**config.mk**
```make
export PLATFORM = sky130hd
export DESIGN_NAME = bus_master_port
export DESIGN_NICKNAME = d
export VERILOG_FILES = /design/src/rtl/bus_pkg.sv /design/src/rtl/cmd_fifo.sv /design/src/rtl/bus_master_port.sv
export SDC_FILE = /design/constraint.sdc
export NUM_CORES = 1
export LEC_CHECK = 0
export CORE_AREA = 10 10 144 146
export DETAILED_ROUTE_END_ITERATION = 16
export DIE_AREA = 0 0 154 156
export PLACE_DENSITY = 0.75
export SYNTH_ARGS = -nofsm -noshare
export SYNTH_HDL_FRONTEND = slang
export SYNTH_SLANG_ARGS = --single-unit
```
**constraint.sdc**
```tcl
create_clock -name clk -period 2.5 [get_ports clk]
set_input_delay 0.375 -clock clk [delete_from_list [all_inputs] [get_ports clk]]
set_output_delay 0.375 -clock clk [all_outputs]
set_load 0.02 [all_outputs]
```
**src/rtl/bus_pkg.sv**
```systemverilog
// Shared widths, command record and FSM encoding for the bus master port slice.
package bus_pkg;

    localparam int BUS_ADDR_W = 8;
    localparam int BUS_DATA_W = 32;

    typedef struct packed {
        logic                  we;
        logic [BUS_ADDR_W-1:0] addr;
        logic [BUS_DATA_W-1:0] wdata;
    } cmd_t;

    typedef enum logic [1:0] {
        IDLE    = 2'd0,
        REQ     = 2'd1,
        OWN     = 2'd2,
        BACKOFF = 2'd3
    } state_e;

endpackage

```
**src/rtl/cmd_fifo.sv**
```systemverilog
// Synchronous command FIFO, head visible combinationally, no bypass.
// Push is ignored when full and pop is ignored when empty.
module cmd_fifo #(
    parameter int DEPTH = 4,
    parameter int WIDTH = 41
) (
    input  logic                       clk,
    input  logic                       reset_n,
    input  logic                       i_push,
    input  logic [WIDTH-1:0]           i_dat,
    input  logic                       i_pop,
    output logic [WIDTH-1:0]           o_dat,
    output logic [$clog2(DEPTH+1)-1:0] o_count,
    output logic                       o_full,
    output logic                       o_empty
);

    localparam int PTR_W = $clog2(DEPTH);
    localparam int CNT_W = $clog2(DEPTH+1);

    logic [WIDTH-1:0] r_mem [DEPTH];
    logic [PTR_W-1:0] r_wr_ptr;
    logic [PTR_W-1:0] r_rd_ptr;
    logic [CNT_W-1:0] r_count;
    logic             w_push;
    logic             w_pop;

    assign o_full  = (r_count == CNT_W'(DEPTH));
    assign o_empty = (r_count == '0);
    assign o_count = r_count;
    assign o_dat   = r_mem[r_rd_ptr];
    assign w_push  = i_push & ~o_full;
    assign w_pop   = i_pop & ~o_empty;

    // DEPTH is a power of two, so the pointers wrap naturally.
    always_ff @(posedge clk) begin
        if (!reset_n) begin
            r_wr_ptr <= '0;
            r_rd_ptr <= '0;
            r_count  <= '0;
        end else begin
            if (w_push) r_wr_ptr <= r_wr_ptr + 1'b1;
            if (w_pop)  r_rd_ptr <= r_rd_ptr + 1'b1;
            if (w_push && !w_pop)      r_count <= r_count + 1'b1;
            else if (!w_push && w_pop) r_count <= r_count - 1'b1;
        end
    end

    always_ff @(posedge clk) begin
        if (w_push) r_mem[r_wr_ptr] <= i_dat;
    end

endmodule

```
**src/rtl/bus_master_port.sv**
```systemverilog
// Per-master requester front end: queues commands, requests the bus, issues one beat/cycle while owned.
// First beat two cycles after accept; read data one cycle after its beat; cmd_ready drops when the queue is full.
module bus_master_port import bus_pkg::*; #(
    parameter int ADDR_W   = BUS_ADDR_W,
    parameter int DATA_W   = BUS_DATA_W,
    parameter int DEPTH    = 4,
    parameter int HOLD_MAX = 4
) (
    input  logic              clk,
    input  logic              reset_n,
    input  logic              i_cmd_valid,
    output logic              o_cmd_ready,
    input  logic              i_cmd_we,
    input  logic [ADDR_W-1:0] i_cmd_addr,
    input  logic [DATA_W-1:0] i_cmd_wdata,
    output logic              o_m_req,
    input  logic              i_m_grant,
    output logic              o_m_valid,
    output logic              o_m_we,
    output logic [ADDR_W-1:0] o_m_addr,
    output logic [DATA_W-1:0] o_m_wdata,
    input  logic [DATA_W-1:0] i_s_rdata,
    output logic              o_rd_valid,
    output logic [DATA_W-1:0] o_rd_data,
    output logic              o_busy
);

    localparam int CMD_W  = 1 + ADDR_W + DATA_W;
    localparam int CNT_W  = $clog2(DEPTH+1);
    localparam int HOLD_W = $clog2(HOLD_MAX+1);

    state_e            r_state;
    state_e            w_state_nxt;
    logic [HOLD_W-1:0] r_hold;
    logic [HOLD_W-1:0] w_hold_nxt;
    logic [HOLD_W-1:0] w_hold_inc;
    logic              r_m_req;
    logic              r_rd_valid;
    logic [DATA_W-1:0] r_rd_data;

    logic [CNT_W-1:0]  w_count;
    logic              w_full;
    logic              w_empty;
    logic              w_push;
    logic              w_beat;
    logic              w_drain;
    logic [CMD_W-1:0]  w_head;
    logic              w_head_we;
    logic [ADDR_W-1:0] w_head_addr;
    logic [DATA_W-1:0] w_head_wdata;

    cmd_fifo #(
        .DEPTH (DEPTH),
        .WIDTH (CMD_W)
    ) u_cmd_fifo (
        .clk     (clk),
        .reset_n (reset_n),
        .i_push  (w_push),
        .i_dat   ({i_cmd_we, i_cmd_addr, i_cmd_wdata}),
        .i_pop   (w_beat),
        .o_dat   (w_head),
        .o_count (w_count),
        .o_full  (w_full),
        .o_empty (w_empty)
    );

    assign {w_head_we, w_head_addr, w_head_wdata} = w_head;

    assign w_push     = i_cmd_valid & ~w_full;
    // A grant seen while not requesting is stale and must never issue a beat.
    assign w_beat     = r_m_req & i_m_grant & ~w_empty;
    assign w_drain    = (w_count == CNT_W'(1)) & ~w_push;
    assign w_hold_inc = r_hold + 1'b1;

    assign o_cmd_ready = ~w_full;
    assign o_m_req     = r_m_req;
    assign o_m_valid   = w_beat;
    assign o_m_we      = w_beat & w_head_we;
    assign o_m_addr    = w_beat ? w_head_addr  : '0;
    assign o_m_wdata   = w_beat ? w_head_wdata : '0;
    assign o_rd_valid  = r_rd_valid;
    assign o_rd_data   = r_rd_data;
    assign o_busy      = ~w_empty | r_m_req;

    always_comb begin
        w_state_nxt = r_state;
        w_hold_nxt  = r_hold;
        case (r_state)
            IDLE: begin
                w_hold_nxt = '0;
                if (!w_empty) w_state_nxt = REQ;
            end
            REQ, OWN: begin
                if (w_beat) begin
                    if (w_drain) begin
                        w_state_nxt = IDLE;
                        w_hold_nxt  = '0;
                    end else if (w_hold_inc >= HOLD_W'(HOLD_MAX)) begin
                        w_state_nxt = BACKOFF;
                        w_hold_nxt  = '0;
                    end else begin
                        w_state_nxt = OWN;
                        w_hold_nxt  = w_hold_inc;
                    end
                end else if (r_state == OWN) begin
                    // Preempted: re-request and restart the hold window.
                    w_state_nxt = REQ;
                    w_hold_nxt  = '0;
                end
            end
            BACKOFF: begin
                w_state_nxt = REQ;
                w_hold_nxt  = '0;
            end
            default: begin
                w_state_nxt = IDLE;
                w_hold_nxt  = '0;
            end
        endcase
    end

    always_ff @(posedge clk) begin
        if (!reset_n) begin
            r_state    <= IDLE;
            r_hold     <= '0;
            r_m_req    <= 1'b0;
            r_rd_valid <= 1'b0;
            r_rd_data  <= '0;
        end else begin
            r_state    <= w_state_nxt;
            r_hold     <= w_hold_nxt;
            r_m_req    <= (w_state_nxt == REQ) || (w_state_nxt == OWN);
            r_rd_valid <= w_beat & ~w_head_we;
            if (w_beat && !w_head_we) r_rd_data <= i_s_rdata;
        end
    end

endmodule

```
# ---- Word level (Yosys, flattened, before mapping)
# Memories as Yosys holds them, arrays and structs flattened. A register that Yosys moved wholly into a read port is not among the register bits.
# Index checks and enable logic that the tools add are counted.
dict set report op_classes {
  n_addsub 5
  order_cmp 1
  n_eq_ne 8
  n_mux 19
  bitwise 13
  reduce_logical 12
}
# op n
set op_table {}
lappend op_table {{two-way mux 32 bit} 1}
lappend op_table {{two-way mux 3 bit} 6}
lappend op_table {{two-way mux 2 bit} 6}
lappend op_table {{AND 1 bit} 8}
lappend op_table {{two-way mux 8 bit} 1}
lappend op_table {{adder 3 x 1 -> 3 bit (second input constant)} 2}
lappend op_table {{equality test 2 bit (second input constant)} 3}
lappend op_table {{one-hot mux 2 bit (3 select lines)} 1}
lappend op_table {{one-hot mux 3 bit (2 select lines)} 1}
lappend op_table {{adder 2 x 1 -> 2 bit (second input constant)} 2}
lappend op_table {{equality test 2 x 1 -> 1 bit (second input constant)} 2}
lappend op_table {{NOT 1 bit} 4}
lappend op_table {{OR reduction 2 bit} 2}
lappend op_table {{equality test 3 x 1 -> 1 bit (second input constant)} 1}
lappend op_table {{equality test 3 bit (second input constant)} 1}
lappend op_table {{>= comparator 3 bit (second input constant)} 1}
lappend op_table {{logical AND 1 bit} 3}
lappend op_table {{logical NOT 1 bit} 3}
lappend op_table {{logical NOT 3 bit} 1}
lappend op_table {{two-way mux 1 bit} 3}
lappend op_table {{inequality test 3 x 2 -> 1 bit (second input constant)} 1}
lappend op_table {{subtractor 3 x 1 -> 3 bit (second input constant)} 1}
lappend op_table {{logical NOT 2 bit} 1}
lappend op_table {{nonzero test 2 bit} 1}
lappend op_table {{other kinds (2)} 2}
dict set report totals {
  ff_bits 46
  mem_bits_rw 164
  in_bits 77
  memories 1
}
# name depth width rd rd_ports_with_merged_regs wr line
set mem_list {}
lappend mem_list {u_cmd_fifo.r_mem 4 41 1 1 1 cmd_fifo.sv:21} ;# logic [WIDTH-1:0] r_mem [DEPTH];

# ---- Longest topological paths before layout
dict set report logic_depth {
  depth_word 10
  mapped_depth 9
  depth_no_buf 8
}

# ---- Hierarchy
# A second synthesis with hierarchy kept.
dict set report unflattened {
  hier_cells 494
  area_unflattened_um2 8351.8
}
# mod instances cells_per_inst area_each_um2 seq_area_each_um2
set by_module_without_submodules {}
lappend by_module_without_submodules {cmd_fifo 1 263 6456.2 5104.9}
lappend by_module_without_submodules {bus_master_port 1 231 1895.6 780.7}

# ---- Worst setup path before layout
# OpenSTA, ideal clock, no wires.
dict set report synth_path {
  path_type {reg-to-reg}
  from {register u_cmd_fifo.r_count[0], in the netlist u_cmd_fifo.o_count[0]}
  to {memory u_cmd_fifo.r_mem[0][0] (enable)}
  setup_ns 0.402
  t_arrival_ns 2.096
  path_slack_ns 0.001
  stages_incl_launch_ff 5
  n_path_buf 0
  cell_sequence {dfxtp_1 > inv_1 > ha_1 > a21boi_1 > and2_1}
}
dict set report synth_between {
  elab_chain_len 6
}
# element line
set synth_rtl {}
lappend synth_rtl {{start, declared} cmd_fifo.sv:24} ;# logic [CNT_W-1:0] r_count;
lappend synth_rtl {{start signal, assigned} cmd_fifo.sv:44} ;# if (w_push && !w_pop) r_count <= r_count + 1'b1;
lappend synth_rtl {{start signal, assigned} cmd_fifo.sv:45} ;# else if (!w_push && w_pop) r_count <= r_count - 1'b1;
lappend synth_rtl {{equality test 3 bit *} cmd_fifo.sv:28} ;# assign o_full = (r_count == CNT_W'(DEPTH));
lappend synth_rtl {{NOT 1 bit *} {cmd_fifo.sv:32, bus_master_port.sv:69}}
lappend synth_rtl {{AND 1 bit} bus_master_port.sv:69} ;# assign w_push = i_cmd_valid & ~w_full;
lappend synth_rtl {{AND 1 bit *} cmd_fifo.sv:32} ;# assign w_push = i_push & ~o_full;
lappend synth_rtl {{named net u_cmd_fifo.w_push} cmd_fifo.sv:25} ;# logic w_push;
lappend synth_rtl {{two-way mux 1 bit *} cmd_fifo.sv:50} ;# if (w_push) r_mem[r_wr_ptr] <= i_dat;
lappend synth_rtl {{two-way mux 1 bit (implied by the code) *} cmd_fifo.sv:50}
lappend synth_rtl {{end, declared} cmd_fifo.sv:21}
# The timed path passes the listed nets; every way through them passes the cells marked *.

==> results.sh <==
export IMPL_syn_nets=596
export IMPL_drt_first_pass_iters=4
export IMPL_synth_warning_count=0
export IMPL_synth_cell_area_um2=8310
export IMPL_synth_cell_types=34
export IMPL_drt_initial_drc_count=288
export IMPL_cp_data_arrival_time_ns=2.06
export IMPL_grt_start_max_net_pins=45
export IMPL_clock_skew_ns=0.00745
export IMPL_die_y_um=156
export IMPL_syn_area_per_cell_um2=16.5
export IMPL_drt_wl_total_mm=19.3
export IMPL_total_power_uw=9990
export IMPL_area_growth_pct=31.7
export IMPL_globalRouteOverflowTotal=0
export IMPL_vias_per_cell=5.34
export IMPL_maxCapViolations=0
export IMPL_antenna_left=0
export IMPL_start_kind="register"
export IMPL_synth_top_area_share_pct=59.3
export IMPL_finalCritPeriodShare_pct=97.4
export IMPL_cp_end_kind="primary output"
export IMPL_route_detailed_drc=0
export IMPL_fp_coreArea_um2=17800
export IMPL_dp_cells=881
export IMPL_setup_violations=0
export IMPL_leakagePower_uw=0.00392
export IMPL_clock_tree_root_cell="clkbuf_16"
export IMPL_yosysSeqAreaShare_pct=70.8
export IMPL_finalNonFillerCells=928
export IMPL_grt_total_usage_pct=15.7
export IMPL_fin_crit_ns=2.44
export IMPL_crit_required_ns=2.12
export IMPL_hold_path_class="in -> reg"
export IMPL_synth_top_cell_by_area="edfxtp_1"
export IMPL_path_class="reg -> out"
export IMPL_post_drt_wl_per_cell_um=20.8
export IMPL_vdd_drop_max_v=0.000691
export IMPL_fmax_mhz=411
export IMPL_mostFrequentLayoutCells="164 x edfxtp_1, 111 x clkdlybuf4s50_1, 70 x nand2_1"
export IMPL_max_slew_worst_pin_slew_ns=0.464
export IMPL_vias=4958
export IMPL_dp_slack_ns=0.0191
export IMPL_ios=155
export IMPL_crit_fanout=8
export IMPL_diodes=0
export IMPL_dp_hpwl_mm=12.8
export IMPL_status="finished clean"
export IMPL_grt_pass1_vias=5453
export IMPL_ctsHoldBuffers=0
export IMPL_clockBufferDepth=3
export IMPL_fp_dieW_um=154
export IMPL_htreeDepth=1
export IMPL_dieArea_um2=24000
export IMPL_clkSlewWorstSetupHoldPaths_ns=0.06
export IMPL_clock_latency_ns=0.51
export IMPL_synth_cells=505
export IMPL_grt_pass1_wl_mm=30.4
export IMPL_final_common_cell="edfxtp_1"
export IMPL_finalHoldViolations=0
export IMPL_drv_slew=0
export IMPL_start_util_pct=46.6
export IMPL_layout_nets=773
export IMPL_core_rowCount=49
export IMPL_cts_tree="built"
export IMPL_synth_seq_cells=212
export IMPL_finalWorstSetupSlack_ns=0.0648
export IMPL_slew_headroom_pct=69.0
export IMPL_drive_gt1_share_pct=22.7
export IMPL_gp_congestion=0.824
export IMPL_power_density_nw_per_um2=912
export IMPL_antenna_found_initial=0
export IMPL_synthTopCellsByArea="edfxtp_1 59%, dfxtp_1 12%, mux4_2 11%"
export IMPL_portBuffers=154
export IMPL_cts_buffers=23
export IMPL_cts_sinks=212
==> area by class of cell <==
class                      instances  area [um^2]
inverter                           9         33.8
sequential                       212         5890
timing repair buffer             184         1780
clock inverter                    12         98.8
multi-input combinational        252         2250
fill                            1287         6900
tap                              229          287
clock buffer                      30          606
==> registers in the layout (all words and copies together), names as in the netlist, named ones only <==
signal,cells
u_cmd_fifo.r_wr_ptr,2
u_cmd_fifo.r_rd_ptr,2
u_cmd_fifo.r_mem,164
o_rd_data,32
u_cmd_fifo.o_count,3
r_hold,3
r_state,2
o_m_req,1
o_rd_valid,1
==> worst paths after layout <==
| kind | start | cells after the start | endpoint | slack [ns] |
|---|---|---|---|---|
| min | i_s_rdata[25] | 3 | o_rd_data[25] | 0.42 |
| min reg2reg | o_rd_data[8] | 2 | o_rd_data[8] | 0.45 |
| max | register | 5 | o_m_wdata[7] | 0.06 |
| max reg2reg | u_cmd_fifo.o_count[0] | 10 | u_cmd_fifo.o_count[2] | 0.29 |
==> routing by layer <==
layer,global-route usage [%],vias to the layer above,routed length [um]
met4,3.42,0,337
li1,-,2263,-
met5,0,-,0
met3,4.82,27,1530
met2,26.9,195,9480
met1,19.1,2473,7990
==> through the flow <==
step	TNS, ns	utilization, %	hold WS (ns)	area (um^2)
floorplan	0	-	0.426	8310
global placement	0	57.7	0.431	10300
detailed placement	0	57.7	0.446	10300
CTS	-0.872	61.6	0.398	11000
global route	-0.00214	61.4	0.422	10900
finish	0	61.4	0.423	10900
==> logic make-up after synthesis <==
kind of cell               count (synthesis)  synth area share (%)
AOI/OAI and AO/OA                         43                  3.77
adders and majority gates                 14                  2.11
xor gates and xnor gates                   6                 0.633
muxes                                     43                  11.4
and+or+nand+nor                          146                  9.02
DFF                                      212                  70.8
buffers and inverters                     41                  2.26
==> power breakdown <==
| group | internal (uW) | switching, uW | total (uW) |
|---|---|---|---|
| Sequential | 4230 | 142 | 4370 |
| Clock | 1830 | 1310 | 3140 |
| Combinational | 1130 | 1350 | 2480 |
| Total | 7190 | 2800 | 9990 |
==> what timing repair did <==
| action | in CTS | in global routing |
|---|---|---|
| gates resized for setup | 150 | 21 |
| endpoints found under the hold margin | 0 | 0 |
| setup endpoints to repair | 43 | 32 |
| cloned | 1 | 1 |
| setup buffers | 3 | 1 |
==> synthesized netlist by cell type, drive strengths merged <==
master,n
edfxtp,164
nand2,70
dfxtp,48
and3,43
mux4,41
a21boi,36
buf,17
clkbuf,15
ha,14
and2,13
inv,9
xnor2,4
nand2b,3
o21ai,3
or3b,3
nand3,2
nor2,2
nor3,2
nor4b,2
or3,2
or4,2
xor2,2
a211oi,1
a21oi,1
a31oi,1
and2b,1
mux2,1
mux2i,1
nor2b,1
o31a,1
==> worst max-delay path: stages (launching register included) <==
cell	delay, ns
dfxtp_4	0.39
buf_4	0.15
buf_16	0.14
mux4_2	0.50
and3_1	0.20
buf_2	0.16
No activity file was read; power rests on OpenSTA's default activity.
